File: config.mk
export PLATFORM = sky130hd
export DESIGN_NAME = if_fetch_queue
export DESIGN_NICKNAME = d
export VERILOG_FILES = /design/src/rtl/if_fetch_queue_pkg.sv /design/src/rtl/if_fetch_slots.sv /design/src/rtl/if_fetch_queue.sv
export SDC_FILE = /design/constraint.sdc
export NUM_CORES = 1
export LEC_CHECK = 0
export ABC_AREA = 1
export CAP_MARGIN = 25
export CORE_ASPECT_RATIO = 0.8
export CORE_MARGIN = 2
export CORE_UTILIZATION = 50
export DETAILED_ROUTE_END_ITERATION = 10
export PLACE_DENSITY = 0.73
export RECOVER_POWER = 25
export SYNTH_ARGS = -nofsm -noshare
export SYNTH_HDL_FRONTEND = slang
export SYNTH_SLANG_ARGS = --single-unit
export TNS_END_PERCENT = 5
File: constraint.sdc
create_clock -name clk -period 7.4 [get_ports clk]
set_clock_uncertainty 0.1 [all_clocks]
set_input_delay 1.85 -clock clk [delete_from_list [all_inputs] [get_ports clk]]
set_output_delay 1.85 -clock clk [all_outputs]
set_load 0.02 [all_outputs]
File: src/rtl/if_fetch_queue_pkg.sv
// if_fetch_queue_pkg: shared constants and types for the fetch queue.
// NOP encoding, enable levels, fetch-entry layout, saturating helper.
package if_fetch_queue_pkg;

    localparam logic [31:0] ISA_NOP = 32'h0000_0013;

    localparam logic EN  = 1'b1;
    localparam logic DIS = 1'b0;

    typedef struct packed {
        logic [29:0] pc;
        logic [31:0] insn;
        logic        filled;
    } fetch_entry_t;

    function automatic logic [31:0] sat_inc32(input logic [31:0] v);
        return (&v) ? v : v + 32'd1;
    endfunction

endpackage

File: src/rtl/if_fetch_slots.sv
// if_fetch_slots: DEPTH-entry fetch buffer with alloc/fill/read pointers.
// Tracks occupancy (allocated - released) and pending (allocated - filled).
module if_fetch_slots
    import if_fetch_queue_pkg::*;
#(
    parameter int unsigned ADDR_W = 30,
    parameter int unsigned INSN_W = 32,
    parameter int unsigned DEPTH  = 4,
    parameter int unsigned CNT_W  = $clog2(DEPTH) + 1
) (
    input  logic              clk,
    input  logic              reset,
    input  logic              clear,
    input  logic              alloc_en,
    input  logic [ADDR_W-1:0] alloc_pc,
    input  logic              fill_en,
    input  logic [INSN_W-1:0] fill_insn,
    input  logic              rd_en,
    output logic [CNT_W-1:0]  occupancy,
    output logic [CNT_W-1:0]  pending,
    output logic              head_valid,
    output logic [ADDR_W-1:0] head_pc,
    output logic [INSN_W-1:0] head_insn
);

    localparam int unsigned PTR_W = $clog2(DEPTH);

    typedef struct packed {
        logic [ADDR_W-1:0] pc;
        logic [INSN_W-1:0] insn;
        logic              filled;
    } slot_t;

    slot_t             slots [DEPTH];
    logic [PTR_W-1:0]  alloc_ptr;
    logic [PTR_W-1:0]  fill_ptr;
    logic [PTR_W-1:0]  rd_ptr;

    // Allocate on grant, fill on response, release on ID accept.
    always_ff @(posedge clk) begin
        if (reset) begin
            alloc_ptr <= '0;
            fill_ptr  <= '0;
            rd_ptr    <= '0;
            occupancy <= '0;
            pending   <= '0;
            for (int i = 0; i < DEPTH; i++) begin
                slots[i] <= '0;
            end
        end else if (clear) begin
            alloc_ptr <= '0;
            fill_ptr  <= '0;
            rd_ptr    <= '0;
            occupancy <= '0;
            pending   <= '0;
            for (int i = 0; i < DEPTH; i++) begin
                slots[i].filled <= 1'b0;
            end
        end else begin
            if (alloc_en) begin
                slots[alloc_ptr].pc <= alloc_pc;
                alloc_ptr <= alloc_ptr + 1'b1;
            end
            if (fill_en) begin
                slots[fill_ptr].insn   <= fill_insn;
                slots[fill_ptr].filled <= 1'b1;
                fill_ptr <= fill_ptr + 1'b1;
            end
            if (rd_en) begin
                slots[rd_ptr].filled <= 1'b0;
                rd_ptr <= rd_ptr + 1'b1;
            end
            occupancy <= occupancy + CNT_W'(alloc_en) - CNT_W'(rd_en);
            pending   <= pending + CNT_W'(alloc_en) - CNT_W'(fill_en);
        end
    end

    assign head_valid = slots[rd_ptr].filled;
    assign head_pc    = slots[rd_ptr].pc;
    assign head_insn  = slots[rd_ptr].insn;

endmodule

File: src/rtl/if_fetch_queue.sv
// if_fetch_queue: fetch PC owner, imem requester and ID-side queue.
// Optional IF_FETCH_PERF_EN adds stall/redirect/drop counters.
module if_fetch_queue
    import if_fetch_queue_pkg::*;
#(
    parameter int unsigned       ADDR_W   = 30,
    parameter int unsigned       INSN_W   = 32,
    parameter int unsigned       DEPTH    = 4,
    parameter logic [ADDR_W-1:0] RESET_PC = '0
) (
    input  logic              clk,
    input  logic              reset,
    input  logic              flush,
    input  logic [ADDR_W-1:0] new_pc,
    input  logic              br_taken,
    input  logic [ADDR_W-1:0] br_addr,
    output logic              imem_req,
    output logic [ADDR_W-1:0] imem_addr,
    input  logic              imem_gnt,
    input  logic              imem_rvalid,
    input  logic [INSN_W-1:0] imem_rdata,
    input  logic              id_ready,
    output logic              id_valid,
    output logic [ADDR_W-1:0] id_pc,
    output logic [INSN_W-1:0] id_insn
`ifdef IF_FETCH_PERF_EN
    ,
    output logic [31:0]       perf_stall_cyc,
    output logic [31:0]       perf_redirects,
    output logic [31:0]       perf_dropped
`endif
);

    localparam int unsigned CNT_W  = $clog2(DEPTH) + 1;
    localparam int unsigned DROP_W = CNT_W + 4;
    localparam logic [INSN_W-1:0] NOP = INSN_W'(ISA_NOP);

    logic [ADDR_W-1:0] fetch_pc;
    logic [DROP_W-1:0] drop_cnt;
    logic [CNT_W-1:0]  occupancy;
    logic [CNT_W-1:0]  pending;
    logic              redirect;
    logic [ADDR_W-1:0] target;
    logic              grant;
    logic              drop_rsp;
    logic              fill_rsp;
    logic              accept;
    logic              head_valid;
    logic [ADDR_W-1:0] head_pc;
    logic [INSN_W-1:0] head_insn;

    assign redirect  = flush | br_taken;
    assign target    = flush ? new_pc : br_addr;
    assign imem_req  = ~reset & ~redirect & (occupancy < CNT_W'(DEPTH));
    assign imem_addr = fetch_pc;
    assign grant     = imem_req & imem_gnt;
    assign drop_rsp  = imem_rvalid & (drop_cnt != '0);
    assign fill_rsp  = imem_rvalid & (drop_cnt == '0);
    assign accept    = head_valid & id_ready;

    assign id_valid = head_valid;
    assign id_pc    = head_pc;
    assign id_insn  = head_valid ? head_insn : NOP;

    if_fetch_slots #(
        .ADDR_W (ADDR_W),
        .INSN_W (INSN_W),
        .DEPTH  (DEPTH),
        .CNT_W  (CNT_W)
    ) u_slots (
        .clk        (clk),
        .reset      (reset),
        .clear      (redirect),
        .alloc_en   (grant),
        .alloc_pc   (fetch_pc),
        .fill_en    (fill_rsp),
        .fill_insn  (imem_rdata),
        .rd_en      (accept),
        .occupancy  (occupancy),
        .pending    (pending),
        .head_valid (head_valid),
        .head_pc    (head_pc),
        .head_insn  (head_insn)
    );

    // Fetch PC: redirect target wins, else advance on each grant.
    always_ff @(posedge clk) begin
        if (reset) begin
            fetch_pc <= RESET_PC;
        end else if (redirect) begin
            fetch_pc <= target;
        end else if (grant) begin
            fetch_pc <= fetch_pc + 1'b1;
        end
    end

    // Responses owed to squashed requests; a response this cycle
    // settles either an old drop or one of the pending requests.
    always_ff @(posedge clk) begin
        if (reset) begin
            drop_cnt <= '0;
        end else if (redirect) begin
            drop_cnt <= drop_cnt - DROP_W'(drop_rsp)
                      + DROP_W'(pending) - DROP_W'(fill_rsp);
        end else if (drop_rsp) begin
            drop_cnt <= drop_cnt - 1'b1;
        end
    end

    a_rsp_owed : assert property (
        @(posedge clk) disable iff (reset)
        imem_rvalid |-> (drop_cnt != '0 || pending != '0)
    );

`ifdef IF_FETCH_PERF_EN
    // Saturating event counters for stalls, redirects and drops.
    always_ff @(posedge clk) begin
        if (reset) begin
            perf_stall_cyc <= '0;
            perf_redirects <= '0;
            perf_dropped   <= '0;
        end else begin
            if (!head_valid && !redirect) begin
                perf_stall_cyc <= sat_inc32(perf_stall_cyc);
            end
            if (redirect) begin
                perf_redirects <= sat_inc32(perf_redirects);
            end
            if (drop_rsp) begin
                perf_dropped <= sat_inc32(perf_dropped);
            end
        end
    end
`endif

endmodule

# Yosys cells after proc, flatten, opt, wreduce, memory -nomap -nowiden
# Memories as Yosys holds them, arrays and structs flattened. A register that Yosys moved wholly into a read port is not among the register bits.
# Index checks and enable logic that the tools add are counted.
totals:
  word_cells: 80
  out_inout_bits: 94
  mem_bits_rw: 252
  in_bits: 99
  mem_count: 1
  ff_bits: 49
classes:
  n_lt_le_gt_ge: 1
  n_reduce_logical: 8
  bitwise: 13
  addsub: 12
  n_mux: 38
memory_table:
  columns: ["memory", "depth", "width", "rd", "rd_clocked_by_memory_dff", "write_ports", "line", "text"]
  rows:
  - ["u_slots.slots", 4, 63, 1, 1, 4, "if_fetch_slots.sv:34", "slot_t slots [DEPTH];"]
op_table:
  columns: ["operator", "n"]
  rows:
  - ["63-bit two-way mux", 3]
  - ["63-bit OR reduction", 3]
  - ["30-bit two-way mux", 3]
  - ["32-bit two-way mux", 1]
  - ["30-bit by 1-bit adder with 30-bit output (second input constant)", 1]
  - ["1-bit two-way mux", 21]
  - ["7-bit two-way mux", 2]
  - ["7-bit by 1-bit subtractor with 7-bit output", 2]
  - ["2-bit two-way mux", 6]
  - ["7-bit by 3-bit adder with 7-bit output", 1]
  - ["7-bit logical NOT", 1]
  - ["7-bit nonzero test", 1]
  - ["7-bit by 1-bit subtractor with 7-bit output (second input constant)", 1]
  - ["2-bit by 1-bit adder with 2-bit output (second input constant)", 3]
  - ["3-bit by 1-bit adder with 3-bit output", 2]
  - ["1-bit AND", 6]
  - ["3-bit two-way mux", 2]
  - ["3-bit by 1-bit subtractor with 3-bit output", 2]
  - ["1-bit OR", 5]
  - ["2-bit nonzero test", 2]
  - ["3-bit less-than comparator (second input constant)", 1]
  - ["1-bit NOT", 2]
  - ["2-bit OR reduction", 1]

# Longest topological paths before layout
# Gate-level depths: netlist of run 1.
logic_depth:
  ltp_word: 11
  ltp_mapped: 15
  depth_no_buf: 14

# Modules after synthesis
# A second synthesis of run 1 with hierarchy kept.
unflattened:
  hier_cells: 1769
  area_unflattened_um2: 15272.1
modules_own_cells:
  columns: ["mod", "cells_per_inst", "n_inst", "area_per_inst_um2", "seq_area_each_um2"]
  rows:
  - ["if_fetch_slots", 1131, 1, 11700.0, 7807.5]
  - ["if_fetch_queue", 638, 1, 3572.2, 740.7]

# Least setup slack after synthesis of run 1
# Ideal clock, no wire load.
synth_path:
  path_kind: "input to output"
  startpoint: "input port flush"
  endpoint: "output port imem_req"
  path_stages: 4
  arrival_ns: 2.415
  required_time_ns: 5.450
  path_buffers: 1
  path_slack_ns: 3.035
  cell_sequence: "buf_2 nor2_8 nand2_2 nor2_4"
synth_via:
  elab_chain_cells: 4
synth_lines:
  columns: ["item", "line", "text"]
  rows:
  - ["start: declaration", "if_fetch_queue.sv:13", "input logic flush,"]
  - ["1-bit OR", "if_fetch_queue.sv:52", "assign redirect = flush | br_taken;"]
  - ["1-bit NOT", "if_fetch_queue.sv:54", "assign imem_req = ~reset & ~redirect & (occupancy < CNT_W'(DEPTH));"]
  - ["1-bit AND (2 in a row)", "if_fetch_queue.sv:54", null]
  - ["end: declaration", "if_fetch_queue.sv:17", "output logic imem_req,"]
# Every way passes these cells.

==> report_table.html, run 1 <==
<table>
<tr><th>Metric</th><th>Value</th></tr>
<tr><th colspan="2">Worst setup path</th></tr>
<tr><td>Cell at the slowest stage of the critical path</td><td>sky130_fd_sc_hd__clkbuf_1</td></tr>
<tr><td>Crit path cell chain</td><td>dlygate4sd3_1 -&gt; nor2_8 -&gt; nand2_1 -&gt; nor2_1 -&gt; nand2_1 -&gt; inv_1 -&gt; nand2_1 -&gt; clkbuf_1 -&gt; nand2_1 -&gt; buf_8 -&gt; buf_4</td></tr>
<tr><td>Depth of the worst register-to-register path</td><td>8</td></tr>
<tr><td>Critical Path Start Type</td><td>input port</td></tr>
<tr><td>CP Data Arrival Time</td><td>roughly 6400 ps</td></tr>
<tr><td>Worst path most repeated cell</td><td>sky130_fd_sc_hd__nand2_1</td></tr>
<tr><td>Required @ worst endpoint</td><td>~7600 ps</td></tr>
<tr><td>Worst-case register-to-register setup slack</td><td>3670 ps</td></tr>
<tr><td>Endpoint class of the critical path</td><td>flip-flop</td></tr>
<tr><td>Delay of the slowest cell on the worst path</td><td>roughly 1100 ps</td></tr>
<tr><td>Largest fanout on the critical path</td><td>31</td></tr>
<tr><td>Class of the most critical setup path</td><td>input port to flip-flop</td></tr>
<tr><th colspan="2">STA</th></tr>
<tr><td>Final worst-path cycle share</td><td>0.8400</td></tr>
<tr><td>RSZ-0062 raised after global routing</td><td>false</td></tr>
<tr><td>Final Hold Violating Endpoints</td><td>0</td></tr>
<tr><td>Final setup violation count</td><td>0</td></tr>
<tr><td>Worst slew margin relative to its limit</td><td>-0.2774</td></tr>
<tr><td>Final setup margin</td><td>about 1200 ps</td></tr>
<tr><td>Highest clock frequency the design can meet</td><td>between 0.15 and 0.2 GHz</td></tr>
<tr><td>Fin crit period</td><td>6216 ps</td></tr>
<tr><td>Sum Neg Setup Slack</td><td>0 ps</td></tr>
<tr><td>Final Max Slew Viols</td><td>about 130</td></tr>
<tr><td>Worst Max-Slew Pin Slew</td><td>between 1500 and 2000 ps</td></tr>
<tr><th colspan="2">Die</th></tr>
<tr><td>Die outline area</td><td>0.03113 mm^2</td></tr>
<tr><td>Vertical extent of the die</td><td>between 150 and 200 um</td></tr>
<tr><td>Boundary pin count</td><td>between 150 and 200</td></tr>
<tr><td>Width of the chip</td><td>approximately 200 um</td></tr>
<tr><td>Core Box Area</td><td>0.02929 mm^2</td></tr>
<tr><td>Initial core utilization</td><td>0.5075</td></tr>
<tr><td>FP Rows</td><td>56</td></tr>
<tr><th colspan="2">Yosys</th></tr>
<tr><td>Sequential area share after synthesis</td><td>0.5751</td></tr>
<tr><td>Top FF cell, synth</td><td>sky130_fd_sc_hd__edfxtp_1</td></tr>
<tr><td>Cell Area, Synth</td><td>0.01486 mm^2</td></tr>
<tr><td>Number of flops mapped to enable cells by yosys</td><td>~250</td></tr>
<tr><td>Synthesized area divided by synthesized cell count</td><td>between 8 and 9 um^2</td></tr>
<tr><td>Share of async-settable or async-resettable flops after synthesis</td><td>0</td></tr>
<tr><td>Syn nets</td><td>about 1,800</td></tr>
<tr><td>Distinct cell type count of the synthesized netlist</td><td>34</td></tr>
<tr><td>Ys Warns</td><td>0</td></tr>
<tr><td>Number of instances in the synthesized netlist</td><td>~1,700</td></tr>
<tr><td>Number of register bits inferred by synthesis</td><td>303</td></tr>
<tr><th colspan="2">CTS</th></tr>
<tr><td># Post-CTS Setup Buffers</td><td>0</td></tr>
<tr><td>Total clock buffers created by CTS</td><td>30</td></tr>
<tr><td>Clock-pin slew of the registers on the worst-case setup and hold paths</td><td>70 ps</td></tr>
<tr><td>Clock latency on the worst-skew pair</td><td>560 ps</td></tr>
<tr><td>Htree depth</td><td>1</td></tr>
<tr><td>CTS tree</td><td>built</td></tr>
<tr><td>Clk buf depth</td><td>3</td></tr>
<tr><td>CTS Root Cell</td><td>sky130_fd_sc_hd__clkbuf_16</td></tr>
<tr><td>Number of hold buffers added after cts</td><td>0</td></tr>
<tr><td>Sink Count</td><td>~300</td></tr>
<tr><td>Count of instances resized after the clock tree is built</td><td>0</td></tr>
<tr><th colspan="2">GRT</th></tr>
<tr><td>Total routing resource utilization after global routing</td><td>0.2413</td></tr>
<tr><td>Vias in the first global route</td><td>11,500</td></tr>
<tr><td>Global-route wire length before repair</td><td>59.56 mm</td></tr>
<tr><td>Pin count of the biggest net entering global routing</td><td>97</td></tr>
<tr><td>Remaining global-route overflow</td><td>0</td></tr>
<tr><td>Number of antenna violations at the first check in global routing</td><td>0</td></tr>
<tr><th colspan="2">Placed design</th></tr>
<tr><td>Port buffer count</td><td>192</td></tr>
<tr><td>Area after DPL</td><td>approximately 0.017 mm^2</td></tr>
<tr><td>HPWL Detailed</td><td>23.54 mm</td></tr>
<tr><td>GPL Wtd Cong</td><td>a little under 0.9</td></tr>
<tr><td>Setup WS pre-CTS</td><td>1553 ps</td></tr>
<tr><th colspan="2">Power</th></tr>
<tr><td>Maximum ir drop on the vdd rail</td><td>0.1787 mV</td></tr>
<tr><td>Static leakage</td><td>around 7.3 nW</td></tr>
<tr><td>Pwr dens</td><td>231.4 mW/mm^2</td></tr>
<tr><th colspan="2">Worst hold path</th></tr>
<tr><td>Min-delay worst type</td><td>flip-flop to flip-flop</td></tr>
<tr><td>Worst hold path cell count</td><td>2</td></tr>
<tr><th colspan="2">Drt</th></tr>
<tr><td>Detailed-route wire length on metal 1</td><td>about 16 mm</td></tr>
<tr><td>Detailed-route wire length</td><td>37.94 mm</td></tr>
<tr><td>Via count normalized by instance count</td><td>roughly 5.5</td></tr>
<tr><td>Number of DRC markers after the initial detailed-route iteration</td><td>about 1,200</td></tr>
<tr><td>Drt pass-1 iters</td><td>5</td></tr>
<tr><td>Highest metal used</td><td>met4</td></tr>
<tr><td>Vias after detailed routing</td><td>12,150</td></tr>
<tr><td>Sum of met3 wire segment lengths after detailed routing</td><td>about 2.7 mm</td></tr>
<tr><td>Post-route DRC</td><td>0</td></tr>
<tr><td>Routed length per instance</td><td>about 17 um</td></tr>
<tr><td>WL met2</td><td>18.02 mm</td></tr>
<tr><td>Post-detailed-route count of antenna-violating nets</td><td>0</td></tr>
<tr><th colspan="2">Final layout</th></tr>
<tr><td>Most common cell after layout, fill and taps aside</td><td>sky130_fd_sc_hd__nor2_1</td></tr>
<tr><td>Highest-count cells in the layout ignoring fill and taps</td><td>sky130_fd_sc_hd__nor2_1 (502), sky130_fd_sc_hd__edfxtp_1 (248), sky130_fd_sc_hd__o21ai_0 (182), sky130_fd_sc_hd__nand2_1 (181)</td></tr>
<tr><td>Register area</td><td>0.008553 mm^2</td></tr>
<tr><td>Area of combinational cells with multiple inputs</td><td>0.005180 mm^2</td></tr>
<tr><td>Area added between synthesis and finish</td><td>20.37%</td></tr>
<tr><td>Filler cell count in the final layout</td><td>between 2,000 and 2,500</td></tr>
<tr><td>Post-layout nets</td><td>between 1,500 and 2,000</td></tr>
<tr><td>Antenna diode instance count</td><td>0</td></tr>
<tr><td>Layout cells sized above 1</td><td>0.03942</td></tr>
<tr><td>Cell area after layout</td><td>about 0.018 mm^2</td></tr>
<tr><th colspan="2">Status</th></tr>
<tr><td>Status</td><td>finished, violations left</td></tr>
<tr><td>Violations in the final reports</td><td>capacitance limit, slew limit</td></tr>
<tr><th colspan="2">Flow run</th></tr>
<tr><td>Max-Cap Viols</td><td>4</td></tr>
</table>
-- worst paths after layout --
kind / to / start
setup / recovery: u_slots.slots[2][53] / br_taken
hold / removal: drop_cnt[5] / drop_cnt[5]
setup reg to reg: u_slots.slots[2][53] / u_slots.occupancy[2]
hold reg to reg: drop_cnt[5] / drop_cnt[5]
-- flip-flops by register name, summed over array words and instances (netlist names), named ones only --
name               count
u_slots.fill_ptr       2
drop_cnt               7
imem_addr             30
u_slots.rd_ptr         2
u_slots.slots        252
u_slots.pending        3
u_slots.occupancy      3
u_slots.alloc_ptr      2
-- synthesized netlist by cell type, drive strengths merged (11+ instances only) --
cell type  number  area (um^2)
nor2          504         1918
edfxtp        248         7447
o21ai         190        950.9
nand2         181        696.9
inv           168        630.6
a21oi          70        350.3
o22ai          61        381.6
dfxtp          55         1101
clkbuf         50        187.7
nand3          45        230.2
buf            41        285.3
ha             30        375.4
xor2           11        96.34
-- power breakdown --
part,switching (mW),internal [mW]
combinational,0.386,0.250
clock,0.629,0.897
sequential,0.0539,1.93
-- final cells by class --
type                            instances  share of cell area
Timing Repair Buffer                  213              0.1158
Clock inverter                         12            0.009510
Clock buffer                           42             0.04503
Inverter                              170             0.03573
Multi-Input combinational cell       1112              0.2895
Tap cell                              377             0.02636
Sequential cell                       303              0.4780
-- worst max-delay path: cells and delay by family --
family / cells / cell delay [ps]
and+or+nand+nor: 6 / 1700
buffers and inverters: 5 / 2820
-- per-layer routing --
metal	up-vias	global-route usage
met2	472	0.4085
met5	-	0
met1	5779	0.3319
met3	57	0.02833
li1	5845	-
met4	0	0.06552
-- through the flow --
stage          instances  power (mW)  utilization  hold WS [ps]
3_3_place_gp        2174       2.631       0.5784         400.0
4_1_cts             2229       4.156       0.6123         425.5
2_1_floorplan       1676       2.419            -         375.1
3_5_place_dp        2175       2.647       0.5789         415.2
6_report            2229       4.140       0.6109         424.9
5_1_grt             2229       4.306       0.6109         446.9
-- cell families (layout without fill, tap and decap cells) --
family,count (synthesis),count (layout),share of synthesized area
xor+xnor,14,14,0.008249
compound gates,329,329,0.1173
simple gates,735,735,0.1939
fa+ha+maj,34,34,0.03064
buf+inv,261,437,0.07475
flops,303,303,0.5751
Note: power is estimated with default switching activity, not from simulation.
==> run 2, diff against run 1 <==
==> constraint.sdc (replaced) <==
create_clock -name clk -period 5.9 [get_ports clk]
set_clock_uncertainty 0.1 [all_clocks]
set_input_delay 1.475 -clock clk [delete_from_list [all_inputs] [get_ports clk]]
set_output_delay 1.475 -clock clk [all_outputs]
set_load 0.02 [all_outputs]
==> run 2 against run 1 <==
  * The flow still finishes with violations (capacitance limit, slew limit)
  * Combinational power up 26%
  * Cell count up 0.13%
  * Sequential power grew 26%
  * Utilization down 0.081 points
  * Critical path depth down 6
  * Die area unchanged
  * First-iteration DRC count increased by 3.7%
  * Count of clock-buffer cells in the layout up 4
  * Register-to-register slack worse by 1300 ps
  * Wire length grew 1.2%
  * Cell area fell by 0.13%
  * Worst setup slack worse by 290 ps
  * Largest power group unchanged
==> report_table.html, run 2 (same netlist as run 1, synthesis figures left out) <==
<table>
<tr><th>Metric</th><th>Value</th></tr>
<tr><th colspan="2">Status</th></tr>
<tr><td>Status</td><td>finished, violations left</td></tr>
<tr><td>Violations in the final reports</td><td>capacitance limit, slew limit</td></tr>
<tr><th colspan="2">CTS</th></tr>
<tr><td>Clock-pin slew of the registers on the worst-case setup and hold paths</td><td>60 ps (about the same)</td></tr>
<tr><td># Post-CTS Setup Buffers</td><td>0 (unchanged)</td></tr>
<tr><td>Sink Count</td><td>303 (unchanged)</td></tr>
<tr><td>Clk buf depth</td><td>3 (unchanged)</td></tr>
<tr><td>Count of instances resized after the clock tree is built</td><td>0 (unchanged)</td></tr>
<tr><td>Htree depth</td><td>1 (unchanged)</td></tr>
<tr><td>Number of hold buffers added after cts</td><td>0 (unchanged)</td></tr>
<tr><td>Clock latency on the worst-skew pair</td><td>550 ps (about the same)</td></tr>
<tr><td>CTS Root Cell</td><td>sky130_fd_sc_hd__clkbuf_16</td></tr>
<tr><td>CTS tree</td><td>built</td></tr>
<tr><td>Total clock buffers created by CTS</td><td>31 (+3.3%)</td></tr>
<tr><th colspan="2">Final layout</th></tr>
<tr><td>Count of placed standard cells in the final layout, fillers left out</td><td>2,232 (+0.13%)</td></tr>
<tr><td>Cell area after layout</td><td>0.01787 mm^2 (-0.13%)</td></tr>
<tr><td>Flip-flop count of the largest register after layout</td><td>252 (unchanged)</td></tr>
<tr><td>Area added between synthesis and finish</td><td>20.21%</td></tr>
<tr><td>Post-layout nets</td><td>1,965 (+0.10%)</td></tr>
<tr><td>Most common cell after layout, fill and taps aside</td><td>sky130_fd_sc_hd__nor2_1</td></tr>
<tr><td>Layout cells sized above 1</td><td>0.03989 (+0.0004753)</td></tr>
<tr><td>Antenna diode instance count</td><td>0 (unchanged)</td></tr>
<tr><td>Filler cell count in the final layout</td><td>2,503 (+0.56%)</td></tr>
<tr><td>Highest-count cells in the layout ignoring fill and taps</td><td>sky130_fd_sc_hd__nor2_1 (502), sky130_fd_sc_hd__edfxtp_1 (248), sky130_fd_sc_hd__o21ai_0 (182), sky130_fd_sc_hd__nand2_1 (181), sky130_fd_sc_hd__clkdlybuf4s50_1 (176)</td></tr>
<tr><td>Register containing the most flip-flops in the final layout</td><td>u_slots.slots</td></tr>
<tr><th colspan="2">Drt</th></tr>
<tr><td>Highest metal used</td><td>met4</td></tr>
<tr><td>Number of DRC markers after the initial detailed-route iteration</td><td>1,209 (+3.7%)</td></tr>
<tr><td>Via count normalized by instance count</td><td>5.382 (-1.3%)</td></tr>
<tr><td>Detailed-route wire length</td><td>38.40 mm (+1.2%)</td></tr>
<tr><td>Sum of met3 wire segment lengths after detailed routing</td><td>2.541 mm (-4.6%)</td></tr>
<tr><td>Routed length per instance</td><td>17.21 um (+1.1%)</td></tr>
<tr><td>Post-detailed-route count of antenna-violating nets</td><td>0 (unchanged)</td></tr>
<tr><td>Vias after detailed routing</td><td>12,010 (-1.2%)</td></tr>
<tr><td>Detailed-route wire length on metal 1</td><td>16.34 mm (-0.70%)</td></tr>
<tr><td>Drt pass-1 iters</td><td>8 (+3)</td></tr>
<tr><td>Post-route DRC</td><td>0 (unchanged)</td></tr>
<tr><td>WL met2</td><td>18.48 mm (+2.6%)</td></tr>
<tr><th colspan="2">Placed design</th></tr>
<tr><td>Placed cells</td><td>2,176 (+0.046%)</td></tr>
<tr><td>Area after DPL</td><td>0.01696 mm^2 (unchanged)</td></tr>
<tr><td>GPL Wtd Cong</td><td>0.8674 (about the same)</td></tr>
<tr><td>HPWL Detailed</td><td>23.88 mm (+1.4%)</td></tr>
<tr><td>Port buffer count</td><td>192 (unchanged)</td></tr>
<tr><th colspan="2">STA</th></tr>
<tr><td>Sum Neg Setup Slack</td><td>0 ps (unchanged)</td></tr>
<tr><td>Worst Max-Slew Pin Slew</td><td>1770 ps (-146.1 ps)</td></tr>
<tr><td>Final Max Slew Viols</td><td>125 (-2.3%)</td></tr>
<tr><td>RSZ-0062 raised after global routing</td><td>false</td></tr>
<tr><td>Final setup violation count</td><td>0 (unchanged)</td></tr>
<tr><td>Worst slew margin relative to its limit</td><td>-0.1800 (+0.09737)</td></tr>
<tr><td>Fin crit period</td><td>roughly 5000 ps</td></tr>
<tr><td>Hold WS</td><td>415.1 ps (-9.795 ps)</td></tr>
<tr><td>Highest clock frequency the design can meet</td><td>roughly 0.20 GHz</td></tr>
<tr><td>Final worst-path cycle share</td><td>0.8482</td></tr>
<tr><td>Final Hold Violating Endpoints</td><td>0 (unchanged)</td></tr>
<tr><th colspan="2">GRT</th></tr>
<tr><td>Pin count of the biggest net entering global routing</td><td>89 (-8.2%)</td></tr>
<tr><td>Remaining global-route overflow</td><td>0 (unchanged)</td></tr>
<tr><td>Total routing resource utilization after global routing</td><td>0.2445 (+0.003185)</td></tr>
<tr><td>Vias in the first global route</td><td>11,720 (+1.9%)</td></tr>
<tr><td>Number of antenna violations at the first check in global routing</td><td>0 (unchanged)</td></tr>
<tr><td>Global-route wire length before repair</td><td>60.44 mm (+1.5%)</td></tr>
<tr><th colspan="2">Worst hold path</th></tr>
<tr><td>Min-Delay Endpoint</td><td>u_slots.pending[2]</td></tr>
<tr><td>Launch point of the worst hold path</td><td>u_slots.pending[2]</td></tr>
<tr><td>Worst hold path cell count</td><td>2 (unchanged)</td></tr>
<tr><td>Min-delay worst type</td><td>flip-flop to flip-flop</td></tr>
<tr><th colspan="2">Worst setup path</th></tr>
<tr><td>CP Data Arrival Time</td><td>3430 ps (-2990 ps)</td></tr>
<tr><td>Largest fanout on the critical path</td><td>12 (-61%)</td></tr>
<tr><td>Endpoint class of the critical path</td><td>output port</td></tr>
<tr><td>Class of the most critical setup path</td><td>input port to output port</td></tr>
<tr><td>Depth of the worst register-to-register path</td><td>13 (+5)</td></tr>
<tr><td>Worst-case register-to-register setup slack</td><td>2420 ps (-1250 ps)</td></tr>
<tr><td>Critical Path Start Type</td><td>input port</td></tr>
<tr><td>Endpoint of the worst register-to-register path</td><td>u_slots.occupancy[2]</td></tr>
<tr><td>Required @ worst endpoint</td><td>4320 ps (-3280 ps)</td></tr>
<tr><th colspan="2">Die</th></tr>
<tr><td>Width of the chip</td><td>196.8 um (unchanged)</td></tr>
<tr><td>Core Box Area</td><td>0.02929 mm^2 (unchanged)</td></tr>
<tr><td>Die outline area</td><td>0.03113 mm^2 (unchanged)</td></tr>
<tr><td>Initial core utilization</td><td>0.5075 (unchanged)</td></tr>
<tr><td>Vertical extent of the die</td><td>158.2 um (unchanged)</td></tr>
<tr><td>Boundary pin count</td><td>193 (unchanged)</td></tr>
<tr><td>FP Rows</td><td>56 (unchanged)</td></tr>
<tr><th colspan="2">Power</th></tr>
<tr><td>Maximum ir drop on the vdd rail</td><td>0.2168 mV (+21%)</td></tr>
<tr><td>Pwr dens</td><td>288.5 mW/mm^2 (+25%)</td></tr>
<tr><td>Sum of internal, switching and leakage power</td><td>5.154 mW (+24%)</td></tr>
<tr><td>Static leakage</td><td>7.243 nW (-0.54%)</td></tr>
<tr><th colspan="2">Flow run</th></tr>
<tr><td>Max-Cap Viols</td><td>4 (unchanged)</td></tr>
</table>
run 2: stage by stage:
step | setup WS (ps) | util
2_1_floorplan | 2254 | -
3_3_place_gp | 1130 | 0.5789
3_5_place_dp | 1130 | 0.5789
4_1_cts | 956.7 | 0.6115
5_1_grt | 770.6 | 0.6101
6_report | 895.8 | 0.6101
run 2: critical path: stages:
cell and delay [ps]:
sky130_fd_sc_hd__dlygate4sd3_1 640, sky130_fd_sc_hd__nor2_8 150, sky130_fd_sc_hd__nand2_1 260, sky130_fd_sc_hd__nor2_1 250, sky130_fd_sc_hd__clkdlybuf4s50_1 640
run 2: worst max path at each step:
| stage | end | start | slack [ps] | cells after the start |
|---|---|---|---|---|
| 4_1_cts | id_pc[25] | flip-flop | 960 | 4 |
| 2_1_floorplan | u_slots.slots[0][33] | flush | 2250 | 9 |
| 3_5_place_dp | imem_req | br_taken | 1130 | 5 |
| 3_3_place_gp | imem_req | br_taken | 1130 | 5 |
| 6_report | imem_req | br_taken | 900 | 5 |
| 5_1_grt | imem_req | br_taken | 770 | 5 |
run 2: routing by layer:
metal	vias to the layer above	global-route usage
li1	5857	-
met1	5677	0.3307
met2	408	0.4171
met3	70	0.02897
met4	0	0.07340
met5	-	0
run 2: final cells by class:
type                       count  area (um^2)  area share
tap                          377        471.7     0.02640
timing repair buffer         214         2072      0.1160
inverter                     170        639.4     0.03578
sequential                   303         8553      0.4787
clock buffer                  46        852.1     0.04769
clock inverter                10        100.1    0.005602
multi-input combinational   1112         5180      0.2899
run 2: power breakdown:
part,switching (mW),leakage [nW],internal [mW]
combinational,0.481,3.76,0.317
sequential,0.0704,3.02,2.42
clock,0.793,0.461,1.08
==> run 3, diff against run 2 <==
--- a/config.mk
+++ b/config.mk
@@ -11,7 +11,7 @@
 export CORE_MARGIN = 2
 export CORE_UTILIZATION = 50
 export DETAILED_ROUTE_END_ITERATION = 10
-export PLACE_DENSITY = 0.73
+export PLACE_DENSITY = 0.76
 export RECOVER_POWER = 25
 export SYNTH_ARGS = -nofsm -noshare
 export SYNTH_HDL_FRONTEND = slang
==> constraint.sdc (replaced) <==
create_clock -name clk -period 4.33 [get_ports clk]
set_clock_uncertainty 0.1 [all_clocks]
set_input_delay 1.0825 -clock clk [delete_from_list [all_inputs] [get_ports clk]]
set_output_delay 1.0825 -clock clk [all_outputs]
set_load 0.02 [all_outputs]
==> run 3 against run 2 <==
  * The flow still finishes with violations (capacitance limit, slew limit)
  * First-iteration DRC count down 2.7%
  * Sequential share of layout area down 0.62 points
  * Worst hold slack better by 10 ps
  * Count of clock-buffer cells in the layout down 4
  * Critical endpoint unchanged
==> report_table.html, run 3 (same netlist as run 1, synthesis figures left out) <==
<table>
<tr><th>Metric</th><th>Value</th></tr>
<tr><th colspan="2">Final layout</th></tr>
<tr><td>Antenna diode instance count</td><td>0 (unchanged)</td></tr>
<tr><td>Highest-count cells in the layout ignoring fill and taps</td><td>sky130_fd_sc_hd__nor2_1 (502), sky130_fd_sc_hd__edfxtp_1 (248), sky130_fd_sc_hd__clkdlybuf4s50_1 (189), sky130_fd_sc_hd__o21ai_0 (182), sky130_fd_sc_hd__nand2_1 (179)</td></tr>
<tr><td>Area added between synthesis and finish</td><td>21.78%</td></tr>
<tr><td>Core Util, Final</td><td>0.6181 (+0.007988)</td></tr>
<tr><td>Flip-flop count of the largest register after layout</td><td>252 (unchanged)</td></tr>
<tr><td>Post-layout nets</td><td>1,973 (+0.41%)</td></tr>
<tr><td>Layout cells sized above 1</td><td>0.04828 (+0.008391)</td></tr>
<tr><td>Register containing the most flip-flops in the final layout</td><td>u_slots.slots</td></tr>
<tr><td>Count of placed standard cells in the final layout, fillers left out</td><td>2,241 (+0.40%)</td></tr>
<tr><td>Most common cell after layout, fill and taps aside</td><td>sky130_fd_sc_hd__nor2_1</td></tr>
<tr><th colspan="2">Worst setup path</th></tr>
<tr><td>Largest fanout on the critical path</td><td>2 (-10)</td></tr>
<tr><td>Endpoint of the worst register-to-register path</td><td>u_slots.occupancy[2]</td></tr>
<tr><td>Depth of the worst register-to-register path</td><td>13 (unchanged)</td></tr>
<tr><td>Endpoint class of the critical path</td><td>output port</td></tr>
<tr><td>Critical Path Start Type</td><td>input port</td></tr>
<tr><td>Delay of the slowest cell on the worst path</td><td>700 ps (+60 ps)</td></tr>
<tr><td>Buf/Inv on CP</td><td>2 (unchanged)</td></tr>
<tr><td>Cell at the slowest stage of the critical path</td><td>sky130_fd_sc_hd__clkdlybuf4s50_1</td></tr>
<tr><td>Critical path's top delay family</td><td>buffers and inverters</td></tr>
<tr><td>Worst-case register-to-register setup slack</td><td>1190 ps (-1230 ps)</td></tr>
<tr><td>Crit path cell chain</td><td>dlygate4sd3_1 -&gt; nor2_8 -&gt; nand2_1 -&gt; nor2_1 -&gt; clkdlybuf4s50_1</td></tr>
<tr><td>CP Data Arrival Time</td><td>2920 ps (-510 ps)</td></tr>
<tr><td>Class of the most critical setup path</td><td>input port to output port</td></tr>
<tr><td>Required @ worst endpoint</td><td>3150 ps (-1170 ps)</td></tr>
<tr><th colspan="2">Die</th></tr>
<tr><td>Boundary pin count</td><td>193 (unchanged)</td></tr>
<tr><td>Width of the chip</td><td>196.8 um (unchanged)</td></tr>
<tr><td>FP Rows</td><td>56 (unchanged)</td></tr>
<tr><td>Core Box Area</td><td>0.02929 mm^2 (unchanged)</td></tr>
<tr><td>Initial core utilization</td><td>0.5075 (unchanged)</td></tr>
<tr><td>Vertical extent of the die</td><td>158.2 um (unchanged)</td></tr>
<tr><td>Die outline area</td><td>0.03113 mm^2 (unchanged)</td></tr>
<tr><th colspan="2">Power</th></tr>
<tr><td>Switching power total</td><td>1.875 mW (+40%)</td></tr>
<tr><td>Static leakage</td><td>7.334 nW (+1.3%)</td></tr>
<tr><td>Switching part of the total power</td><td>0.2602 (-0.0005159)</td></tr>
<tr><td>Internal power</td><td>5.331 mW (+40%)</td></tr>
<tr><td>Combinational Power Share</td><td>0.156 (about the same)</td></tr>
<tr><td>Maximum ir drop on the vdd rail</td><td>0.3246 mV (+50%)</td></tr>
<tr><td>Pwr dens</td><td>398.1 mW/mm^2 (+38%)</td></tr>
<tr><td>Proportion of power drawn by the clock network</td><td>0.375 (+0.012)</td></tr>
<tr><td>Relative contribution of sequential cells to total power</td><td>0.470 (-0.012)</td></tr>
<tr><th colspan="2">CTS</th></tr>
<tr><td>Htree depth</td><td>1 (unchanged)</td></tr>
<tr><td>CTS tree</td><td>built</td></tr>
<tr><td>Clock latency on the worst-skew pair</td><td>560 ps (about the same)</td></tr>
<tr><td>Number of hold buffers added after cts</td><td>0 (unchanged)</td></tr>
<tr><td>CTS Root Cell</td><td>sky130_fd_sc_hd__clkbuf_16</td></tr>
<tr><td>Clock-pin slew of the registers on the worst-case setup and hold paths</td><td>60 ps (about the same)</td></tr>
<tr><td>Total clock buffers created by CTS</td><td>30 (-3.2%)</td></tr>
<tr><td>Count of instances resized after the clock tree is built</td><td>0 (unchanged)</td></tr>
<tr><td># Post-CTS Setup Buffers</td><td>0 (unchanged)</td></tr>
<tr><td>Sink Count</td><td>303 (unchanged)</td></tr>
<tr><td>Clk buf depth</td><td>3 (unchanged)</td></tr>
<tr><th colspan="2">Placed design</th></tr>
<tr><td>HPWL Detailed</td><td>23.62 mm (-1.1%)</td></tr>
<tr><td>Setup WS pre-CTS</td><td>456.2 ps (-673.6 ps)</td></tr>
<tr><td>Placed cells</td><td>2,185 (+0.41%)</td></tr>
<tr><td>Port buffer count</td><td>192 (unchanged)</td></tr>
<tr><td>GPL Wtd Cong</td><td>0.8730 (+0.65%)</td></tr>
<tr><th colspan="2">Drt</th></tr>
<tr><td>Routed length per instance</td><td>17.15 um (-0.32%)</td></tr>
<tr><td>Post-detailed-route count of antenna-violating nets</td><td>0 (unchanged)</td></tr>
<tr><td>Drt pass-1 iters</td><td>5 (-3)</td></tr>
<tr><td>Detailed-route wire length</td><td>38.43 mm (about the same)</td></tr>
<tr><td>Via count normalized by instance count</td><td>5.472 (+1.7%)</td></tr>
<tr><td>Number of DRC markers after the initial detailed-route iteration</td><td>1,176 (-2.7%)</td></tr>
<tr><td>Vias after detailed routing</td><td>12,260 (+2.1%)</td></tr>
<tr><td>Post-route DRC</td><td>0 (unchanged)</td></tr>
<tr><th colspan="2">GRT</th></tr>
<tr><td>Remaining global-route overflow</td><td>0 (unchanged)</td></tr>
<tr><td>Vias in the first global route</td><td>11,880 (+1.3%)</td></tr>
<tr><td>Number of antenna violations at the first check in global routing</td><td>0 (unchanged)</td></tr>
<tr><td>Total routing resource utilization after global routing</td><td>0.2484 (+0.003869)</td></tr>
<tr><td>Pin count of the biggest net entering global routing</td><td>67 (-25%)</td></tr>
<tr><td>Global-route wire length before repair</td><td>61.23 mm (+1.3%)</td></tr>
<tr><th colspan="2">STA</th></tr>
<tr><td>Worst Max-Slew Pin Slew</td><td>1835 ps (+64.81 ps)</td></tr>
<tr><td>Final worst-path cycle share</td><td>0.9475</td></tr>
<tr><td>RSZ-0062 raised after global routing</td><td>false</td></tr>
<tr><td>Hold WS</td><td>425.5 ps (+10.40 ps)</td></tr>
<tr><td>Worst slew margin relative to its limit</td><td>-0.2232 (-0.04320)</td></tr>
<tr><td>Fin crit period</td><td>4103 ps</td></tr>
<tr><td>Final Hold Violating Endpoints</td><td>0 (unchanged)</td></tr>
<tr><td>Final Max Slew Viols</td><td>124 (-0.80%)</td></tr>
<tr><td>Final setup violation count</td><td>0 (unchanged)</td></tr>
<tr><td>Sum Neg Setup Slack</td><td>0 ps (unchanged)</td></tr>
<tr><td>Final setup margin</td><td>227.4 ps (-668.4 ps)</td></tr>
<tr><td>Highest clock frequency the design can meet</td><td>0.2437 GHz</td></tr>
<tr><th colspan="2">Worst hold path</th></tr>
<tr><td>Min-delay worst type</td><td>flip-flop to flip-flop</td></tr>
<tr><td>Worst hold path cell count</td><td>2 (unchanged)</td></tr>
<tr><td>Launch point of the worst hold path</td><td>drop_cnt[5]</td></tr>
<tr><td>Min-Delay Endpoint</td><td>drop_cnt[5]</td></tr>
<tr><th colspan="2">Flow run</th></tr>
<tr><td>Max-Cap Viols</td><td>4 (unchanged)</td></tr>
<tr><th colspan="2">Status</th></tr>
<tr><td>Status</td><td>finished, violations left</td></tr>
<tr><td>Violations in the final reports</td><td>capacitance limit, slew limit</td></tr>
</table>
## run 3: worst max-delay path by stage
stage,slack (ps),cells after the start,end,start
floorplan,1080,9,u_slots.slots[0][33],flush
global placement,470,5,imem_req,br_taken
detailed placement,460,5,imem_req,br_taken
CTS,310,8,id_insn[10],flip-flop
global route,130,5,imem_req,br_taken
finish,230,5,imem_req,br_taken
## run 3: final cells by class
type | count | area, um^2
fill | 2394 | 11190
sequential | 303 | 8553
multi-input combinational | 1112 | 5195
timing repair buffer | 223 | 2221
clock buffer | 42 | 847.1
inverter | 170 | 639.4
tap | 377 | 471.7
clock inverter | 14 | 175.2
## run 3: worst min-delay path, cell delays in order, from the launching register on
cell and delay [ps]:
sky130_fd_sc_hd__dfxtp_1 350, sky130_fd_sc_hd__nand2_1 80, sky130_fd_sc_hd__a21oi_1 50
## run 3: metrics by stage
stage,power (mW),instance area (um^2)
after floorplan,4.135,14860
after global routing,7.494,18100
after detailed placement,4.537,17110
after global placement,4.509,17110
final,7.206,18100
after CTS,7.228,18130
## run 3: power groups by stage
stage                     Combinational [mW]  Sequential (mW)  Clock (mW)
final                                   1.12             3.39        2.70
after global routing                    1.26             3.40        2.83
after CTS                               1.12             3.38        2.73
after detailed placement                1.09             3.44           0
after global placement                  1.07             3.44           0
after floorplan                        0.685             3.45           0
## run 3: routing by layer
metal	track usage	wire, um	up-vias
met3	0.04538	3362	81
li1	-	-	5873
met2	0.4234	18330	542
met4	0.07734	1056	0
met5	0	0	-
met1	0.3249	15680	5767
